<file path="src/rtl/cs_vector_loader_if.sv">
// Signal bundle between the vector loader and its host, embedding memory
// and cosine-similarity wrapper. master = loader side, slave = environment.
interface cs_vector_loader_if #(
    parameter int D_Len = 32,
    parameter int AW    = 10
);
    logic             cmd_valid;
    logic             cmd_ready;
    logic [AW-1:0]    base_a1;
    logic [AW-1:0]    base_a2;
    logic             mem_rd_en;
    logic [AW-1:0]    mem_addr;
    logic [D_Len-1:0] mem_rdata;
    logic             cs_we;
    logic             cs_vct_sel;
    logic [D_Len-1:0] cs_data;
    logic             cs_start;
    logic             cs_done;
    logic [D_Len-1:0] cs_result;
    logic             cs_error;
    logic             res_valid;
    logic             res_ready;
    logic [D_Len-1:0] res_data;
    logic [1:0]       res_status;
    logic             busy;

    modport master (
        input  cmd_valid, base_a1, base_a2, mem_rdata, cs_done, cs_result, cs_error, res_ready,
        output cmd_ready, mem_rd_en, mem_addr, cs_we, cs_vct_sel, cs_data, cs_start,
               res_valid, res_data, res_status, busy
    );

    modport slave (
        output cmd_valid, base_a1, base_a2, mem_rdata, cs_done, cs_result, cs_error, res_ready,
        input  cmd_ready, mem_rd_en, mem_addr, cs_we, cs_vct_sel, cs_data, cs_start,
               res_valid, res_data, res_status, busy
    );
endinterface

</file>
<file path="src/rtl/cs_vector_loader.sv">
// Streams two embedding vectors from on-chip memory into the similarity wrapper,
// screens words for NaN/Inf, runs the compute with a timeout and returns score + status.
module cs_vector_loader #(
    parameter int D_Len   = 32,
    parameter int Ele_Num = 128,
    parameter int AW      = 10,
    parameter int TIMEOUT = 4096
) (
    input logic                clk,
    input logic                rst_n,
    cs_vector_loader_if.master bus
);
    localparam int STAGES = 2;
    localparam int CW     = $clog2(2*Ele_Num) + 1;
    localparam int TW     = $clog2(TIMEOUT) + 1;
    localparam logic [CW-1:0] LAST_RD = CW'(2*Ele_Num - 1);
    localparam logic [CW-1:0] LAST_V1 = CW'(Ele_Num - 1);
    // Counter is registered: leave WAIT on the edge where it reaches TIMEOUT-1.
    localparam logic [TW-1:0] TMO_CNT = TW'(TIMEOUT - 2);

    localparam logic [1:0] ST_OK     = 2'd0;
    localparam logic [1:0] ST_CS_ERR = 2'd1;
    localparam logic [1:0] ST_BAD_IN = 2'd2;
    localparam logic [1:0] ST_TMO    = 2'd3;

    typedef enum logic [2:0] {IDLE, READ, DRAIN, START, WAIT, ERR, RESP} state_t;

    state_t            state;
    logic [AW-1:0]     base2_q;
    logic [AW-1:0]     addr_q;
    logic [CW-1:0]     rd_cnt;
    logic [TW-1:0]     wait_cnt;
    // [0] read strobe, [1] memory data valid, [2] write strobe to wrapper
    logic [STAGES:0]   vld_pipe;
    logic [STAGES:0]   sel_pipe;
    logic [D_Len-1:0]  wdata_q;
    logic [D_Len-1:0]  res_data_q;
    logic [1:0]        status_q;
    logic              cmd_ready_q;
    logic              start_q;
    logic              res_valid_q;
    logic              bad_word;

    assign bad_word = vld_pipe[1] && (bus.mem_rdata[30:23] == 8'hFF);

    always_ff @(posedge clk or negedge rst_n) begin
        if (!rst_n) begin
            state       <= IDLE;
            base2_q     <= '0;
            addr_q      <= '0;
            rd_cnt      <= '0;
            wait_cnt    <= '0;
            vld_pipe    <= '0;
            sel_pipe    <= '0;
            wdata_q     <= '0;
            res_data_q  <= '0;
            status_q    <= ST_OK;
            cmd_ready_q <= 1'b1;
            start_q     <= 1'b0;
            res_valid_q <= 1'b0;
        end else begin
            vld_pipe[2:1] <= {vld_pipe[1] & ~bad_word, vld_pipe[0]};
            sel_pipe[2:1] <= sel_pipe[1:0];
            if (vld_pipe[1])
                wdata_q <= bus.mem_rdata;
            start_q <= 1'b0;

            case (state)
                IDLE: begin
                    if (bus.cmd_valid && cmd_ready_q) begin
                        base2_q     <= bus.base_a2;
                        addr_q      <= bus.base_a1;
                        rd_cnt      <= '0;
                        vld_pipe[0] <= 1'b1;
                        sel_pipe[0] <= 1'b0;
                        cmd_ready_q <= 1'b0;
                        state       <= READ;
                    end
                end
                READ: begin
                    if (bad_word) begin
                        vld_pipe <= '0;
                        status_q <= ST_BAD_IN;
                        state    <= ERR;
                    end else if (rd_cnt == LAST_RD) begin
                        vld_pipe[0] <= 1'b0;
                        state       <= DRAIN;
                    end else begin
                        rd_cnt      <= rd_cnt + 1'b1;
                        addr_q      <= (rd_cnt == LAST_V1) ? base2_q : addr_q + 1'b1;
                        sel_pipe[0] <= (rd_cnt >= LAST_V1);
                    end
                end
                DRAIN: begin
                    if (bad_word) begin
                        vld_pipe <= '0;
                        status_q <= ST_BAD_IN;
                        state    <= ERR;
                    end else if (!vld_pipe[1]) begin
                        start_q <= 1'b1;
                        state   <= START;
                    end
                end
                START: begin
                    wait_cnt <= '0;
                    state    <= WAIT;
                end
                WAIT: begin
                    // error beats done when both arrive together
                    if (bus.cs_error) begin
                        status_q <= ST_CS_ERR;
                        state    <= ERR;
                    end else if (bus.cs_done) begin
                        res_data_q  <= bus.cs_result;
                        status_q    <= ST_OK;
                        res_valid_q <= 1'b1;
                        state       <= RESP;
                    end else if (wait_cnt == TMO_CNT) begin
                        status_q <= ST_TMO;
                        state    <= ERR;
                    end else begin
                        wait_cnt <= wait_cnt + 1'b1;
                    end
                end
                ERR: begin
                    res_data_q  <= '0;
                    res_valid_q <= 1'b1;
                    state       <= RESP;
                end
                RESP: begin
                    if (bus.res_ready) begin
                        res_valid_q <= 1'b0;
                        cmd_ready_q <= 1'b1;
                        state       <= IDLE;
                    end
                end
                default: state <= IDLE;
            endcase
        end
    end

    assign bus.cmd_ready  = cmd_ready_q;
    assign bus.mem_rd_en  = vld_pipe[0];
    assign bus.mem_addr   = addr_q;
    assign bus.cs_we      = vld_pipe[2];
    assign bus.cs_vct_sel = sel_pipe[2];
    assign bus.cs_data    = wdata_q;
    assign bus.cs_start   = start_q;
    assign bus.res_valid  = res_valid_q;
    assign bus.res_data   = res_data_q;
    assign bus.res_status = status_q;
    assign bus.busy       = (state != IDLE);
endmodule

</file>
<file path="src/flat_wrapper.sv">
// flat-port wrapper written by rule: the top's interface ports become plain ports
module cs_vector_loader_flat 
#(
    parameter int D_Len   = 32,
    parameter int Ele_Num = 128,
    parameter int AW      = 10,
    parameter int TIMEOUT = 4096
)
  (clk, rst_n, bus_cmd_valid, bus_base_a1, bus_base_a2, bus_mem_rdata, bus_cs_done, bus_cs_result, bus_cs_error, bus_res_ready, bus_cmd_ready, bus_mem_rd_en, bus_mem_addr, bus_cs_we, bus_cs_vct_sel, bus_cs_data, bus_cs_start, bus_res_valid, bus_res_data, bus_res_status, bus_busy);
  cs_vector_loader_if #(.D_Len(D_Len), .AW(AW)) bus_i ();
  input logic clk;
  input logic rst_n;
  input wire logic [$bits(bus_i.cmd_valid)-1:0] bus_cmd_valid;
  input wire logic [$bits(bus_i.base_a1)-1:0] bus_base_a1;
  input wire logic [$bits(bus_i.base_a2)-1:0] bus_base_a2;
  input wire logic [$bits(bus_i.mem_rdata)-1:0] bus_mem_rdata;
  input wire logic [$bits(bus_i.cs_done)-1:0] bus_cs_done;
  input wire logic [$bits(bus_i.cs_result)-1:0] bus_cs_result;
  input wire logic [$bits(bus_i.cs_error)-1:0] bus_cs_error;
  input wire logic [$bits(bus_i.res_ready)-1:0] bus_res_ready;
  output wire logic [$bits(bus_i.cmd_ready)-1:0] bus_cmd_ready;
  output wire logic [$bits(bus_i.mem_rd_en)-1:0] bus_mem_rd_en;
  output wire logic [$bits(bus_i.mem_addr)-1:0] bus_mem_addr;
  output wire logic [$bits(bus_i.cs_we)-1:0] bus_cs_we;
  output wire logic [$bits(bus_i.cs_vct_sel)-1:0] bus_cs_vct_sel;
  output wire logic [$bits(bus_i.cs_data)-1:0] bus_cs_data;
  output wire logic [$bits(bus_i.cs_start)-1:0] bus_cs_start;
  output wire logic [$bits(bus_i.res_valid)-1:0] bus_res_valid;
  output wire logic [$bits(bus_i.res_data)-1:0] bus_res_data;
  output wire logic [$bits(bus_i.res_status)-1:0] bus_res_status;
  output wire logic [$bits(bus_i.busy)-1:0] bus_busy;
  assign bus_i.cmd_valid = bus_cmd_valid;
  assign bus_i.base_a1 = bus_base_a1;
  assign bus_i.base_a2 = bus_base_a2;
  assign bus_i.mem_rdata = bus_mem_rdata;
  assign bus_i.cs_done = bus_cs_done;
  assign bus_i.cs_result = bus_cs_result;
  assign bus_i.cs_error = bus_cs_error;
  assign bus_i.res_ready = bus_res_ready;
  assign bus_cmd_ready = bus_i.cmd_ready;
  assign bus_mem_rd_en = bus_i.mem_rd_en;
  assign bus_mem_addr = bus_i.mem_addr;
  assign bus_cs_we = bus_i.cs_we;
  assign bus_cs_vct_sel = bus_i.cs_vct_sel;
  assign bus_cs_data = bus_i.cs_data;
  assign bus_cs_start = bus_i.cs_start;
  assign bus_res_valid = bus_i.res_valid;
  assign bus_res_data = bus_i.res_data;
  assign bus_res_status = bus_i.res_status;
  assign bus_busy = bus_i.busy;
  cs_vector_loader #(.D_Len(D_Len), .Ele_Num(Ele_Num), .AW(AW), .TIMEOUT(TIMEOUT)) u_core (.clk(clk), .rst_n(rst_n), .bus(bus_i));
endmodule
</file>
<file path="config.mk">
export PLATFORM = sky130hd
export DESIGN_NAME = cs_vector_loader_flat
export DESIGN_NICKNAME = d
export VERILOG_FILES = /design/src/rtl/cs_vector_loader_if.sv /design/src/rtl/cs_vector_loader.sv /design/src/flat_wrapper.sv
export SDC_FILE = /design/constraint.sdc
export NUM_CORES = 1
export LEC_CHECK = 0
export CELL_PAD_IN_SITES_DETAIL_PLACEMENT = 1
export CELL_PAD_IN_SITES_GLOBAL_PLACEMENT = 2
export CORE_ASPECT_RATIO = 1.1
export CORE_MARGIN = 2
export CORE_UTILIZATION = 26
export CTS_CLUSTER_SIZE = 10
export DETAILED_ROUTE_END_ITERATION = 16
export GPL_TIMING_DRIVEN = 0
export PLACE_DENSITY = 0.85
export SYNTH_ARGS = -nofsm -noshare
export SYNTH_HDL_FRONTEND = slang
export SYNTH_SLANG_ARGS = --single-unit
</file>
<file path="constraint.sdc">
create_clock -name clk -period 2.1 [get_ports clk]
set_clock_uncertainty 0.1 [all_clocks]
set_input_delay 0.42 -clock clk [delete_from_list [all_inputs] [get_ports clk]]
set_output_delay 0.42 -clock clk [all_outputs]
set_load 0.005 [all_outputs]
</file>
After elaboration in Yosys (flattened, before gate mapping)
Index checks and enable logic that the tools add are counted.

storage, ports and cells
  register bits after elaboration = 120
  latch bits = 0
  memory bits (writable) = 0
  bits in read-only memories = 0
  input port bits = 90
  memories = 0

operators by class
  $add $sub $neg = 3
  $mul = 0
  div/mod/pow operators = 0
  $lt $le $gt $ge = 1
  equal/unequal tests = 23
  shifts and indexed selects = 0
  muxes and demuxes = 51
  bitwise logic cells = 2
  reduce and logical (&&, ||, !) cells = 21

operator list
  cell                     count
  $mux W32                 2
  $pmux W32 S2             1
  $mux W10                 4
  $mux W13                 3
  $mux W3                  10
  $mux W9                  3
  $pmux W13 S2             1
  $pmux W3 S7              1
  $pmux W10 S2             1
  $pmux W9 S2              1
  $reduce_and A4 Y1        4
  $ne A2 B2 Y1 const B     7
  $add A13 B1 Y13 const B  1
  $eq A13 B12 Y1 const B   1
  $mux W1                  13
  $add A10 B1 Y10 const B  1
  $mux W2                  5
  $reduce_bool A2 Y1       5
  $add A9 B1 Y9 const B    1
  $eq A3 B3 Y1 const B     3
  $eq A9 B7 Y1 const B     1
  $eq A9 B8 Y1 const B     1
  $ge A9 B7 Y1 const B     1
  $reduce_and A3 Y1        3
  other kinds (18)         27

Depth between registers and ports, before layout
Gate-level depths: netlist of run 1.

  depth in word-level cells = 6
  gate-level depth with buffers = 10

Worst setup path after synthesis of run 1
OpenSTA, ideal clock, no wires.

  kind = register to register
  from = reg u_core.rd_cnt[0]
  to = reg u_core.addr_q[9], in the netlist u_core.bus.mem_addr[9]
  library setup time = 0.066 ns
  data arrival time = 2.024 ns
  data required time = 1.934 ns
  slack = -0.090 ns
  cell stages (with the launch flop) = 11
  cells stage by stage = dfrtp_1 > ha_1 > and2_1 > and3_1 > ha_1 > nor4b_1 > o31a_1 > buf_2 > o21ai_0 > a21oi_1 > a221o_1

between the ends
  cells in the longest elaborated chain, start to end = 5
  elaborated cells between the ends (all ways) = 8

RTL lines
  element                 RTL line                RTL
  from (decl)             cs_vector_loader.sv:31  logic [CW-1:0] rd_cnt;
  from (signal assigned)  cs_vector_loader.sv:89  rd_cnt <= rd_cnt + 1'b1;
  $eq A9 B7 Y1            cs_vector_loader.sv:90  addr_q <= (rd_cnt == LAST_V1) ? base2_q : addr_q + 1'b1;
  $mux W10                cs_vector_loader.sv:90
  $mux W10                cs_vector_loader.sv:85  end else if (rd_cnt == LAST_RD) begin
  $mux W10                cs_vector_loader.sv:81  if (bad_word) begin
  $pmux W10 S2            cs_vector_loader.sv:68  case (state)
  to (signal assigned)    cs_vector_loader.sv:72  addr_q <= bus.base_a1;
  to (signal assigned)    cs_vector_loader.sv:90
  to (decl)               cs_vector_loader.sv:30  logic [AW-1:0] addr_q;

Several ways; a longest one is shown, not always the timed one. The select of a mux whose other input is x is not followed.
A chain may end at the register's enable or synchronous reset.

Final worst setup path of run 1
  from = reg u_core.rd_cnt[4]
  to = reg u_core.addr_q[5], in the netlist u_core.bus.mem_addr[5]

Same word-level chain as after synthesis.

==> flow_summary.toml, run 1 <==
[clock_network]
cts.path.max_buffers = 2
cts-root-buf = "clkbuf_16"
clock-sinks = 120
clk_pin_slew_worst_paths_ns = 0.06
clkLatencyLatePin_ns = 0.41
cts_buffers = 17
htree_levels = 4
cts_tree = "done"

[power]
peakVddDrop_mv = 0.557
p_leak_nw = 3.62
power.density_nw_per_um2 = 1400
power.total_w = 0.0118

[yosys]
synth_top_area_share_pct = 55.9
synth_cells = 465
synth_common_cells = "119 x dfrtp_1, 55 x nand2_1, 34 x a22o_1, 33 x nor2_1, 32 x mux2_2"
yosys_warnings = 0
yosysTopAreaCell = "dfrtp_1"
synth_area_leaders = "dfrtp_1 56%, mux2_2 6.8%, a22o_1 5.6%"
synth_ff_type = "dfrtp_1"
synth-edff-count = 0
synth.most_common_cell = "dfrtp_1"
ys_seq_area_share_pct = 56.4
netlist_area_um2 = 5330
syn_nets = 560
async_flop_share_pct = 100
ys_ff_latch = 120
yosys.cell_types.count = 60
postSynthAreaPerCell_um2 = 11.5

[route]
post_drt_wl_per_cell_um = 18.2
drc = 0
first_iter_violations = 166
dr.pass1.iters = 5
avgViaCountPerCell = 4.75
via_count = 4466
detail-route-antenna-nets = 0
wirelength_mm = 17.1

[hold_path]
min_from = "u_core.sel_pipe[1]"
holdPathStages = 0
hold_path.class = "flip-flop to flip-flop"

[timing]
whs_ns = 0.276
slew_viol_final = 0
max_slew_margin_pct = 63.1
rsz0062_at_grt = "yes"
max_freq_mhz = 464
fin_ws_ns = -0.0563
fin_crit_ns = 2.16
worst_slew_pin_slew_ns = 0.553
hold_viol = 0
final-setup-viol-count = 4
fin_crit_sh_pct = 103

[run_status]
status = "finished, violations left"
violations = "setup timing"

[die]
io_pins = 173
die_area_um2 = 21600
core_um2 = 20000
die_w_um = 140
fp-row-count = 54
die_h_um = 154
start_util_pct = 26.6

[layout]
nNetsFinal = 770
area_growth_pct = 58.0
drive_gt1_share_pct = 20.6
antennaDiodeCount = 0
stdcell_count = 940
fin_util_pct = 42.1

[grt]
grt_max_degree = 86
gr-usage-met2_pct = 29.8
met3_usage_pct = 3.27
busiest_layer = "met2"
grt_pass1_wl_mm = 27.4
grt_pass1_vias = 5078
antenna_found_initial = 0
met1_usage_pct = 18.2
gr-total-overflow = 0
grt_usage_pct = 16.0

[critical_path]
cp_max_fo = 6
r2r-start = "u_core.rd_cnt[4]"
worst_ep_arrival_time_ns = 2.35
worstSetupPathType = "flip-flop to flip-flop"
worstRegToRegCells = 8
cp-start-kind = "flip-flop"
cp.required_ns = 2.30
crit_path_end_kind = "flip-flop"
critPathLaunch = "u_core.rd_cnt[4]"

[place]
numPortBuffers = 172
place_hpwl_mm = 12.2
gp_congestion = 0.798
dp.cells = 890

[run]
cap_violations = 0
==> path summary, 6_finish.rpt <==
kind                                     endpoint  slack (ns)
setup reg to reg           u_core.bus.mem_addr[5]       -0.06
hold / removal                 u_core.sel_pipe[2]        0.28
min in group asynchronous   u_core.bus.cs_data[2]        0.39
setup / recovery           u_core.bus.mem_addr[5]       -0.06
hold reg to reg                u_core.sel_pipe[2]        0.28
max in group asynchronous    u_core.bus.cmd_ready        0.75
==> kinds of logic after synthesis <==
family	after synthesis	synth area share [%]
multiplexers	36	7.52
AND/OR/NAND/NOR	154	15.2
XOR/XNOR	25	4.11
buffers and inverters	37	3.36
adder cells (fa/ha/maj)	5	1.17
AO/OA/AOI/OAI	88	12.3
flip-flops	120	56.4
==> sequential cells by signal (all words and copies together), names as in the netlist <==
signal                 count
u_core.vld_pipe            3
u_core.sel_pipe            3
u_core.wait_cnt           13
u_core.bus.cs_start        1
u_core.bus.res_data       32
u_core.bus.res_valid       1
u_core.bus.cmd_ready       1
u_core.bus.cs_data        32
u_core.base2_q            10
u_core.bus.res_status      2
u_core.state               3
u_core.bus.mem_addr       10
u_core.rd_cnt              9
==> critical path: stages, from the launching register on <==
cell and delay, ns:
dfrtp_1 0.42, and4_2 0.29, and3_4 0.20, ha_4 0.16, nor4b_4 0.25, o31a_1 0.21, buf_6 0.15, o211ai_1 0.11
o221a_1 0.15
==> cell usage in the layout, fill, tap and decap left out, types with 8 or more instances in the layout <==
master	synthesis	final
xor2_1	9	9
dfrtp_1	119	118
clkbuf_16	0	17
buf_6	3	9
nand4_1	9	9
a21oi_1	13	10
clkdlybuf4s50_1	0	169
clkbuf_1	13	8
inv_1	9	8
mux2_2	32	32
nand3_1	13	13
nand2_1	55	54
nor2_1	33	33
o21ai_0	10	8
a22o_1	34	34
buf_4	2	16
xnor2_1	16	16
==> metal layers <==
metal	part of all wire (%)	vias to the layer above
met5	0	-
met4	1.4	0
met1	39	2283
li1	-	2075
met3	3.1	18
met2	56	90
==> stage by stage <==
| step | setup TNS (ns) | area [um^2] | worst slack [ns] |
|---|---|---|---|
| final | -0.129 | 8420 | -0.0563 |
| after CTS | -0.0863 | 8310 | -0.0315 |
| after global placement | -517.86 | 7380 | -4.16 |
| after floorplan | 0 | 5350 | 0.00414 |
| after global routing | -1.14 | 8420 | -0.119 |
| after detailed placement | -24.51 | 7410 | -0.671 |
==> timing repair <==
item                                    4_1_cts  5_1_grt
setup buffers                                14        3
endpoints found under the hold margin        35        0
gates resized for setup                      26       27
endpoints found under the setup margin       63       74
gates cloned                                  0        1
hold buffers                                  1        0
pin swaps                                     7        9
==> where the power goes <==
group / total, W / leakage (nW) / switching, W / internal, W
combinational: 0.00458 / 1.75 / 0.00183 / 0.00275
sequential: 0.00389 / 1.56 / 0.000665 / 0.00322
clock: 0.00334 / 0.319 / 0.00111 / 0.00223
==> final cells by class <==
cell class / instances / area, um^2
flip-flops and latches: 120 / 3010
well taps: 252 / 315
fillers: 2167 / 11600
inverters: 10 / 37.5
repair buffers: 192 / 1910
clock inverters: 15 / 251
multi-input cells: 308 / 2320
plain buffers: 26 / 155
clock buffers: 17 / 425
Power figures use the tool's default switching activity.
==> run 2: changes to the inputs <==
--- a/config.mk
+++ b/config.mk
@@ -12,6 +12,7 @@
 export CORE_UTILIZATION = 26
 export CTS_CLUSTER_SIZE = 10
 export DETAILED_ROUTE_END_ITERATION = 16
+export GPL_ROUTABILITY_DRIVEN = 0
 export GPL_TIMING_DRIVEN = 0
 export PLACE_DENSITY = 0.85
 export SYNTH_ARGS = -nofsm -noshare
==> results of run 2 <==
Final layout, timing and power as in run 1 (identical DEF).
==> run 3: changes to the inputs <==
--- a/config.mk
+++ b/config.mk
@@ -9,12 +9,14 @@
 export CELL_PAD_IN_SITES_GLOBAL_PLACEMENT = 2
 export CORE_ASPECT_RATIO = 1.1
 export CORE_MARGIN = 2
-export CORE_UTILIZATION = 26
+export CORE_UTILIZATION = 27
+export CTS_BUF_LIST = sky130_fd_sc_hd__clkbuf_4
 export CTS_CLUSTER_SIZE = 10
 export DETAILED_ROUTE_END_ITERATION = 16
 export GPL_ROUTABILITY_DRIVEN = 0
 export GPL_TIMING_DRIVEN = 0
-export PLACE_DENSITY = 0.85
+export PLACE_DENSITY = 0.88
+export SLEW_MARGIN = 20
 export SYNTH_ARGS = -nofsm -noshare
 export SYNTH_HDL_FRONTEND = slang
 export SYNTH_SLANG_ARGS = --single-unit
==> flow_summary.toml, run 3 (synthesis gave the netlist of run 1 again) <==
[layout]
drive_gt1_share_pct = 22.5
design_area_um2 = 8050
multiInputGateArea_um2 = 2290
layout_commonest_cell = "clkdlybuf4s50_1"
nNetsFinal = 781
mostFrequentLayoutCells = "168 x clkdlybuf4s50_1, 111 x dfrtp_1, 54 x nand2_1"
fillers = 2119
seq_area_um2 = 3010
area_growth_pct = 51.1
antennaDiodeCount = 0

[clock_network]
cts.path.max_buffers = 2
cts_tree = "done"
clkLatencyLatePin_ns = 0.53
clock-sinks = 120
clk_pin_slew_worst_paths_ns = 0.12
cts-root-buf = "clkbuf_4"
cts_buffers = 17
htree_levels = 4

[timing]
worst_slew_pin_slew_ns = 0.619
hold_viol = 0
fin_ws_ns = -0.110
rsz0062_at_grt = "yes"
fin_crit_ns = 2.21
final-setup-viol-count = 14
fin_crit_sh_pct = 105
max_slew_margin_pct = 58.4
max_freq_mhz = 453
slew_viol_final = 0

[route]
avgViaCountPerCell = 4.85
first_iter_violations = 168
wirelength_mm = 16.5
drc = 0
dr.pass1.iters = 4
detail-route-antenna-nets = 0
post_drt_wl_per_cell_um = 17.4
via_count = 4585

[critical_path]
cp.required_ns = 2.46
crit_top_cell = "and2_4"
cp_slowest_cell = "dfrtp_1"
worst_ep_arrival_time_ns = 2.57
crit_path_end_kind = "flip-flop"
worstSetupPathType = "flip-flop to flip-flop"
path_cells = "ha_2 -> and2_4 -> and3_4 -> ha_4 -> nand2b_4 -> a21boi_4 -> and2_4 -> o22ai_2 -> a21oi_2"
cp-start-kind = "flip-flop"
crit_path_max_incr_delay_ns = 0.42
cp_max_fo = 7

[die]
core_um2 = 19200
io_pins = 173
start_util_pct = 27.7
die_w_um = 138
fp-row-count = 53
die_area_um2 = 20900
die_h_um = 151

[run_status]
violations = "setup timing"
status = "finished, violations left"

[grt]
gr-total-overflow = 0
grt_pass1_vias = 5091
grt_pass1_wl_mm = 25.4
antenna_found_initial = 0
grt_usage_pct = 15.7
grt_max_degree = 65

[place]
placed_area_um2 = 7410
place_hpwl_mm = 11.8
numPortBuffers = 172
pre_cts_slack_ns = -0.582

[power]
peakVddDrop_mv = 0.658
power.density_nw_per_um2 = 1260
p_leak_nw = 3.47
power.total_w = 0.0101

[run]
cap_violations = 0

[hold_path]
hold_path.class = "flip-flop to flip-flop"
[run 3: cell count changes in the layout (fill, tap and decap cells not counted), sizes merged]
cell | before | now
clkinvlp | 3 | 2
clkdlybuf4s50 | 169 | 168
clkinv | 6 | 10
buf | 33 | 45
inv | 10 | 12
bufinv | 6 | 1
[run 3: critical path: cells and delay by family, from the launching register on]
kind	cells	cell delay, ns
AO/OA/AOI/OAI	3	0.52
AND/OR/NAND/NOR	4	0.74
flip-flops	1	0.42
adder cells (fa/ha/maj)	2	0.36
[run 3: per-layer routing]
metal	track usage (%)	wire length, um	up-vias
li1	-	-	2109
met1	17.5	6410	2309
met2	27.5	8600	145
met3	6.19	1220	22
met4	4.95	234	0
met5	0	0	-
[run 3: layout make-up]
type / instances / share of cell area (%)
Sequential cell: 120 / 37.4
Buffer: 26 / 1.88
Clock inverter: 15 / 1.60
Multi-Input combinational cell: 308 / 28.5
Clock buffer: 17 / 1.59
Inverter: 10 / 0.466
Timing Repair Buffer: 203 / 24.7
Tap cell: 247 / 3.84
[run 3: metrics by stage]
stage                     utilization (%)  setup TNS, ns  hold slack, ns  std cells
after floorplan                         -              0          0.0244        465
after global placement               38.4        -522.82           0.266        884
after detailed placement             38.5         -23.06           0.279        885
after CTS                            41.0         -0.566           0.253        928
after global routing                 41.9          -2.08           0.233        946
final                                41.9         -0.627           0.302        946
[run 3: path summary, 6_finish.rpt]
check,startpoint,endpoint,slack (ns),depth (start not counted)
setup / recovery,u_core.rd_cnt[1],u_core.bus.mem_addr[2],-0.11,9
hold / removal,u_core.sel_pipe[0],u_core.sel_pipe[1],0.30,0
setup reg to reg,u_core.rd_cnt[1],u_core.bus.mem_addr[2],-0.11,9
hold reg to reg,u_core.sel_pipe[0],u_core.sel_pipe[1],0.30,0
max in group asynchronous,rst_n,u_core.bus.cmd_ready,0.81,3
min in group asynchronous,rst_n,u_core.bus.res_data[24],0.33,2
[run 3: where the power goes]
group | internal (W) | total, W | leakage, nW | switching (W)
Combinational | 0.00284 | 0.00478 | 1.78 | 0.00195
Sequential | 0.00322 | 0.00382 | 1.55 | 0.000598
Clock | 0.000586 | 0.00151 | 0.137 | 0.000923
Total | 0.00664 | 0.0101 | 3.47 | 0.00347
[run 3: repair_timing]
| item | CTS | global route |
|---|---|---|
| buffers inserted | 11 | 17 |
| hold endpoints to repair | 56 | 0 |
| hold buffers | 1 | 0 |
| pin swaps | 14 | 8 |
| cloned | 0 | 1 |
| setup endpoints to repair | 40 | 75 |
| gates resized for setup | 39 | 17 |
